**config.mk**
```make
export PLATFORM = sky130hd
export DESIGN_NAME = pacoblaze_regfile_arbiter
export DESIGN_NICKNAME = d
export VERILOG_FILES = /design/src/rtl/pacoblaze_regfile_arbiter_pkg.sv /design/src/rtl/pacoblaze_regfile_arbiter_starve_counter.sv /design/src/rtl/pacoblaze_regfile_arbiter.sv
export SDC_FILE = /design/constraint.sdc
export NUM_CORES = 1
export LEC_CHECK = 0
export ABC_AREA = 0
export CORE_ASPECT_RATIO = 2
export CORE_MARGIN = 5
export CORE_UTILIZATION = 43
export CTS_CLUSTER_DIAMETER = 60
export DETAILED_ROUTE_END_ITERATION = 6
export GPL_ROUTABILITY_DRIVEN = 0
export PLACE_DENSITY = 0.84
export SYNTH_ARGS = -nofsm -noshare
export SYNTH_HDL_FRONTEND = slang
export SYNTH_SLANG_ARGS = --single-unit
```
**constraint.sdc**
```tcl
create_clock -name clk -period 3.78 [get_ports clk]
set_input_delay 0.756 -clock clk [delete_from_list [all_inputs] [get_ports clk]]
set_output_delay 0.756 -clock clk [all_outputs]
set_load 0.01 [all_outputs]
```
**src/rtl/pacoblaze_regfile_arbiter_pkg.sv**
```systemverilog
// Shared definitions for the PacoBlaze register-file X-port arbiter:
// FSM state encoding, default geometry and starvation limit.
// Default geometry follows `REGISTER_DEPTH / `REGISTER_WIDTH when the
// surrounding core defines them, otherwise 16 x 8-bit.

`ifndef REGISTER_DEPTH
`define REGISTER_DEPTH 4
`endif

`ifndef REGISTER_WIDTH
`define REGISTER_WIDTH 8
`endif

package pacoblaze_regfile_arbiter_pkg;

  // Arbiter FSM: normal port sharing, or the zeroing sweep.
  typedef enum logic {
    ST_IDLE  = 1'b0,
    ST_CLEAR = 1'b1
  } arb_state_e;

  localparam int DEF_DEPTH_W      = `REGISTER_DEPTH;
  localparam int DEF_DATA_W       = `REGISTER_WIDTH;
  localparam int DEF_STARVE_LIMIT = 7;

  // Starve counter width; STARVE_LIMIT must fit (1..255).
  localparam int STARVE_W = 8;

endpackage

```
**src/rtl/pacoblaze_regfile_arbiter_starve_counter.sv**
```systemverilog
// pacoblaze_starve_counter: saturating 8-bit wait counter for the host
// requester. Counts cycles the host has waited while the core held the
// X port; tc_o tells the arbiter to steal one cycle from the core.

module pacoblaze_starve_counter
  import pacoblaze_regfile_arbiter_pkg::*;
#(
  parameter int LIMIT = DEF_STARVE_LIMIT
) (
  input  logic clk,
  input  logic reset,
  input  logic clr_i,
  input  logic inc_i,
  output logic tc_o
);

  localparam logic [STARVE_W-1:0] LIMIT_C = STARVE_W'(LIMIT);

  logic [STARVE_W-1:0] cnt_q;
  logic [STARVE_W-1:0] cnt_d;

  // Next count: clear wins, otherwise count up and stick at the limit.
  always_comb begin
    cnt_d = cnt_q;
    if (clr_i) begin
      cnt_d = '0;
    end else if (inc_i && (cnt_q != LIMIT_C)) begin
      cnt_d = cnt_q + 1'b1;
    end
  end

  // Counter register, cleared by the asynchronous active-low reset.
  always_ff @(posedge clk or negedge reset) begin
    if (!reset) begin
      cnt_q <= '0;
    end else begin
      cnt_q <= cnt_d;
    end
  end

  assign tc_o = (cnt_q == LIMIT_C);

endmodule

```
**src/rtl/pacoblaze_regfile_arbiter.sv**
```systemverilog
// pacoblaze_regfile_arbiter: owns the X (read/write) port of the PacoBlaze
// register file. Shares it between the core and a host/debug requester
// with bounded host starvation, and runs a sweep that zeroes every
// register. The Y read port does not pass through this block.
//
// Build option: PACOBLAZE_CLEAR_ON_RESET_EN
//   defined   - leave reset in CLEAR, zeroing the file before the core runs
//   undefined - leave reset in IDLE; registers keep power-up contents

module pacoblaze_regfile_arbiter
  import pacoblaze_regfile_arbiter_pkg::*;
#(
  parameter int DEPTH_W      = DEF_DEPTH_W,
  parameter int DATA_W       = DEF_DATA_W,
  parameter int STARVE_LIMIT = DEF_STARVE_LIMIT
) (
  input  logic              clk,
  input  logic              reset,
  // core side
  input  logic              core_xreq,
  input  logic              core_we,
  input  logic [DEPTH_W-1:0] core_xaddr,
  input  logic [DATA_W-1:0]  core_wdata,
  output logic              core_stall,
  // host side
  input  logic              host_req,
  input  logic              host_we,
  input  logic [DEPTH_W-1:0] host_addr,
  input  logic [DATA_W-1:0]  host_wdata,
  output logic              host_gnt,
  output logic [DATA_W-1:0]  host_rdata,
  output logic              host_rvalid,
  // clear sweep
  input  logic              clear_req,
  output logic              busy,
  // register file X port
  output logic              rf_we,
  output logic [DEPTH_W-1:0] rf_xaddr,
  output logic [DATA_W-1:0]  rf_wdata,
  input  logic [DATA_W-1:0]  rf_xdata
);

`ifdef PACOBLAZE_CLEAR_ON_RESET_EN
  localparam arb_state_e RESET_STATE = ST_CLEAR;
`else
  localparam arb_state_e RESET_STATE = ST_IDLE;
`endif

  localparam logic [DEPTH_W-1:0] LAST_ADDR = {DEPTH_W{1'b1}};

  arb_state_e          state_q;
  logic [DEPTH_W-1:0]  clr_addr_q;
  logic [DATA_W-1:0]   host_rdata_q;
  logic [DATA_W-1:0]   host_rdata_d;
  logic                host_rvalid_q;
  logic                host_rvalid_d;

  logic                clearing;
  logic                starve_tc;
  logic                grant_host;
  logic                starve_clr;
  logic                starve_inc;

  assign clearing = (state_q == ST_CLEAR);

  // Host wins when the core is not using the port, or when it has waited
  // long enough that the core gives up one cycle. Never during a sweep.
  always_comb begin
    grant_host = !clearing && host_req && (!core_xreq || starve_tc);
  end

  // Waiting is only counted while a request is outstanding and refused;
  // the sweep holds the count at zero so the host restarts fairly after it.
  always_comb begin
    starve_clr = clearing || grant_host || !host_req;
    starve_inc = host_req && !grant_host;
  end

  pacoblaze_starve_counter #(
    .LIMIT (STARVE_LIMIT)
  ) u_starve (
    .clk   (clk),
    .reset (reset),
    .clr_i (starve_clr),
    .inc_i (starve_inc),
    .tc_o  (starve_tc)
  );

  // X-port mux: sweep writes zeros, else host on grant, else core.
  always_comb begin
    rf_we    = 1'b0;
    rf_xaddr = core_xaddr;
    rf_wdata = core_wdata;
    if (clearing) begin
      rf_we    = 1'b1;
      rf_xaddr = clr_addr_q;
      rf_wdata = '0;
    end else if (grant_host) begin
      rf_we    = host_we;
      rf_xaddr = host_addr;
      rf_wdata = host_wdata;
    end else begin
      rf_we    = core_xreq && core_we;
    end
  end

  // Handshake and status outputs decoded from state and the grant.
  always_comb begin
    host_gnt   = grant_host;
    core_stall = clearing || (grant_host && core_xreq);
    busy       = clearing;
  end

  // FSM: IDLE shares the port; CLEAR walks every address once, then returns.
  // A clear_req seen during CLEAR is ignored so the sweep never restarts.
  always_ff @(posedge clk or negedge reset) begin
    if (!reset) begin
      state_q    <= RESET_STATE;
      clr_addr_q <= '0;
    end else begin
      case (state_q)
        ST_IDLE: begin
          if (clear_req) begin
            state_q    <= ST_CLEAR;
            clr_addr_q <= '0;
          end
        end
        ST_CLEAR: begin
          if (clr_addr_q == LAST_ADDR) begin
            state_q    <= ST_IDLE;
            clr_addr_q <= '0;
          end else begin
            clr_addr_q <= clr_addr_q + 1'b1;
          end
        end
        default: begin
          state_q    <= ST_IDLE;
          clr_addr_q <= '0;
        end
      endcase
    end
  end

  // Read return: capture the file's combinational output on a read grant,
  // hold it otherwise; rvalid pulses the cycle after the grant.
  always_comb begin
    host_rvalid_d = grant_host && !host_we;
    host_rdata_d  = host_rdata_q;
    if (grant_host && !host_we) begin
      host_rdata_d = rf_xdata;
    end
  end

  // Read-return registers; reset drops a pending rvalid immediately.
  always_ff @(posedge clk or negedge reset) begin
    if (!reset) begin
      host_rdata_q  <= '0;
      host_rvalid_q <= 1'b0;
    end else begin
      host_rdata_q  <= host_rdata_d;
      host_rvalid_q <= host_rvalid_d;
    end
  end

  assign host_rdata  = host_rdata_q;
  assign host_rvalid = host_rvalid_q;

endmodule
```
==> flow_summary.toml, run 1 <==
[logic_synthesis]
avgSynthCellArea_um2 = 10.1
synth_area_leader_cell = "dfrtp_1"
async_flop_share = 1.00
yosysTopAreaCellShare = 0.418
synthFlopType = "dfrtp_1"
synthesis.area_um2 = 1320
synth_compound_area_frac = 0.134
synthMuxAreaShare = 0.160
synth-xor-area-share = 0.0466
yosys_register_bits = 22
yosys-top-cells-count = "dfrtp_1 (22), nor2_1 (11), inv_1 (10)"
yosysMostFrequentCell = "dfrtp_1"
synth_cells = 130
synth-edff-count = 0
synthTopCellsByArea = "dfrtp_1 (42%), mux2_4 (9.1%), mux2_2 (6.8%)"
synth_cell_types = 31
synth_warnings = 0
synth_fa_ha_area_frac = 0.0190
syn-num-nets = 171
yosys.area_share.simple = 0.174
ys_seq_area_frac = 0.418
synth_top_family_by_area = "simple AND/OR/NAND/NOR gates"

[clocking]
cts_root_buffer = "clkbuf_8"
cts_tree = "yes"
cts_max_level = 1
clk_latency_ps = 260
clk_path_buf_depth = 2
hold_buffers = 0
cts.sinks = 22
clk_pin_slew_worst_paths_ps = 70
cts_setup_buffers = 0
ctsResizeCount = 0
numCtsBuffers = 3

[timing]
timing.final.crit_share = 0.918
fmax_ghz = 0.288
whs_ps = 510
finalHoldViolations = 0
rsz0062_at_grt = "no"
slew_headroom = 0.381
worst_slack_ps = 311
worstMarginPinSlew_ps = 926
drv_slew = 0
fin_setup_tns_ps = 0
setup_violations = 0
finClkSkew_ps = 5.33
period_minus_slack_ps = 3470

[critical_path]
r2r_slack_ps = 1430
path_class = "in -> out"
arrival_ps = 2710
worst-path-max-fanout = 6
r2r-start = "u_starve.cnt_q[0]"
crit_path_top_delay_cell = "clkdlybuf4s50_1"
cp.required_ps = 3020
cp_common_cell = "clkdlybuf4s50_1"
slowest_delay_ps = 610
crit_path_cell_trace = "clkdlybuf4s50_1 -> inv_1 -> nor2_1 -> and2_1 -> a221oi_1 -> clkdlybuf4s50_1"
worst-r2r-cell-count = 5
crit_path_end_kind = "output port"
cp-start-kind = "input pin"
rr_endpoint = "host_rdata[4]"

[final_layout]
fillCellCount = 255
fin_area_um2 = 2010
syn_to_final_growth_pct = 52.5
final_nets = 235
seqCellArea_um2 = 551
multi_input_area_um2 = 702
diodes = 0
layout-drive-gt1-share = 0.120

[pwr]
net-switching-power_w = 0.000357
peakVddDrop_uv = 355
p_seq_frac = 0.345
clkPwrFrac = 0.130
internal_power_w = 0.000708
netSwitchingFraction = 0.335
powerDensity_nw_per_um2 = 530
p_leak_nw = 0.908
p_total_w = 0.00106
combinationalPowerShare = 0.526

[die]
dieArea_um2 = 4330
num_rows = 28
die_h_um = 88.2
pin_count = 64
core_area_um2 = 2940
die_w_um = 49.1
initial_core_util = 0.447

[placed_design]
dp_hpwl_um = 3070
placed_cell_area_um2 = 1970
placement.io_buffers = 63
post-place-ws_ps = 316

[global_routing]
grt_pass1_wl_um = 6400
grt_pass1_vias = 1380
grt_antenna_before_repair = 0
grt_usage = 0.188
overflow = 0
grt_max_degree = 23

[route]
antenna_left = 0
drt_iter0_markers = 24
vias = 1262
first_pass_iters = 4
drt_wl_total_um = 3730
via_per_inst = 5.68
drcViolationCount = 0
routedWlPerCell_um = 16.8

[hold_path]
whs_path_depth = 1
hold_start = "host_rdata[6]"
hp-class = "reg -> reg"
worstHoldEndpoint = "host_rdata[6]"

[run_status]
status = "completed"

[job]
maxCapViolCount = 0
[state kept, by name (all words and copies together), names as in the netlist]
name            flops
busy                1
clr_addr_q          4
host_rvalid         1
u_starve.cnt_q      8
host_rdata          8
[cells in the final DEF, fill, tap and decap left out, drive strengths merged]
cell / instances
clkdlybuf4s50: 63
dfrtp: 22
a31oi: 3
xnor2: 1
a221o: 3
a41oi: 1
or4: 1
nor4b: 1
nor3: 1
and2: 1
mux2: 16
o31ai: 1
buf: 1
clkbuf: 3
nor2: 11
and3: 4
nand3: 5
nand2: 7
a21oi: 7
ha: 2
or3: 1
o21ai: 4
a221oi: 5
nand4b: 1
xor2: 6
nor2b: 9
inv: 10
nand2b: 1
a31o: 1
[cell families after synthesis]
logic type | after synthesis
flops | 22
xor+xnor | 7
fa+ha+maj | 2
mux | 16
compound gates | 25
simple gates | 43
buf+inv | 15
[worst max-delay path by stage]
stage,start,end,slack (ps),cells past startpoint
after global routing,host_req,rf_wdata[3],190,6
after detailed placement,host_req,rf_xaddr[0],320,6
after CTS,host_req,rf_xaddr[0],300,6
final,host_req,rf_xaddr[0],310,6
after global placement,core_xreq,rf_wdata[3],370,5
after floorplan,u_starve.cnt_q[0],rf_wdata[0],1230,6
[worst max-delay path: cells and delay by family]
kind	cells	cell delay, ps
AND/OR/NAND/NOR	2	360
AO/OA/AOI/OAI	1	320
buffers and inverters	3	1290
[cell type report]
class / count / area share
flip-flops and latches: 22 / 0.274
inverters: 10 / 0.0187
multi-input cells: 93 / 0.350
repair buffers: 64 / 0.318
well taps: 30 / 0.0187
clock buffers: 3 / 0.0206
[metrics by stage]
stage | utilization | std cells
2_1_floorplan | - | 130
3_3_place_gp | 0.668 | 219
3_5_place_dp | 0.668 | 219
4_1_cts | 0.682 | 222
5_1_grt | 0.682 | 222
6_report | 0.682 | 222
[power by group through the flow]
stage | registers [W] | clock network, W | logic [W]
2_1_floorplan | 0.000362 | 0 | 0.000277
3_3_place_gp | 0.000365 | 0 | 0.000544
3_5_place_dp | 0.000371 | 0 | 0.000562
4_1_cts | 0.000367 | 0.000141 | 0.000566
5_1_grt | 0.000380 | 0.000157 | 0.000608
6_report | 0.000367 | 0.000138 | 0.000559
[metal layers]
metal	share of wire	track usage	vias to the layer above
li1	-	-	585
met1	0.33	0.177	595
met2	0.54	0.356	76
met3	0.10	0.0523	6
met4	0.031	0.100	0
met5	0	0	-
Power figures use the tool's default switching activity.
==> run 2: changes to the inputs <==
Settings changed: CTS_CLUSTER_SIZE from default to 12.
==> results of run 2 <==
The final DEF is identical to that of run 1; final timing and power are the same.
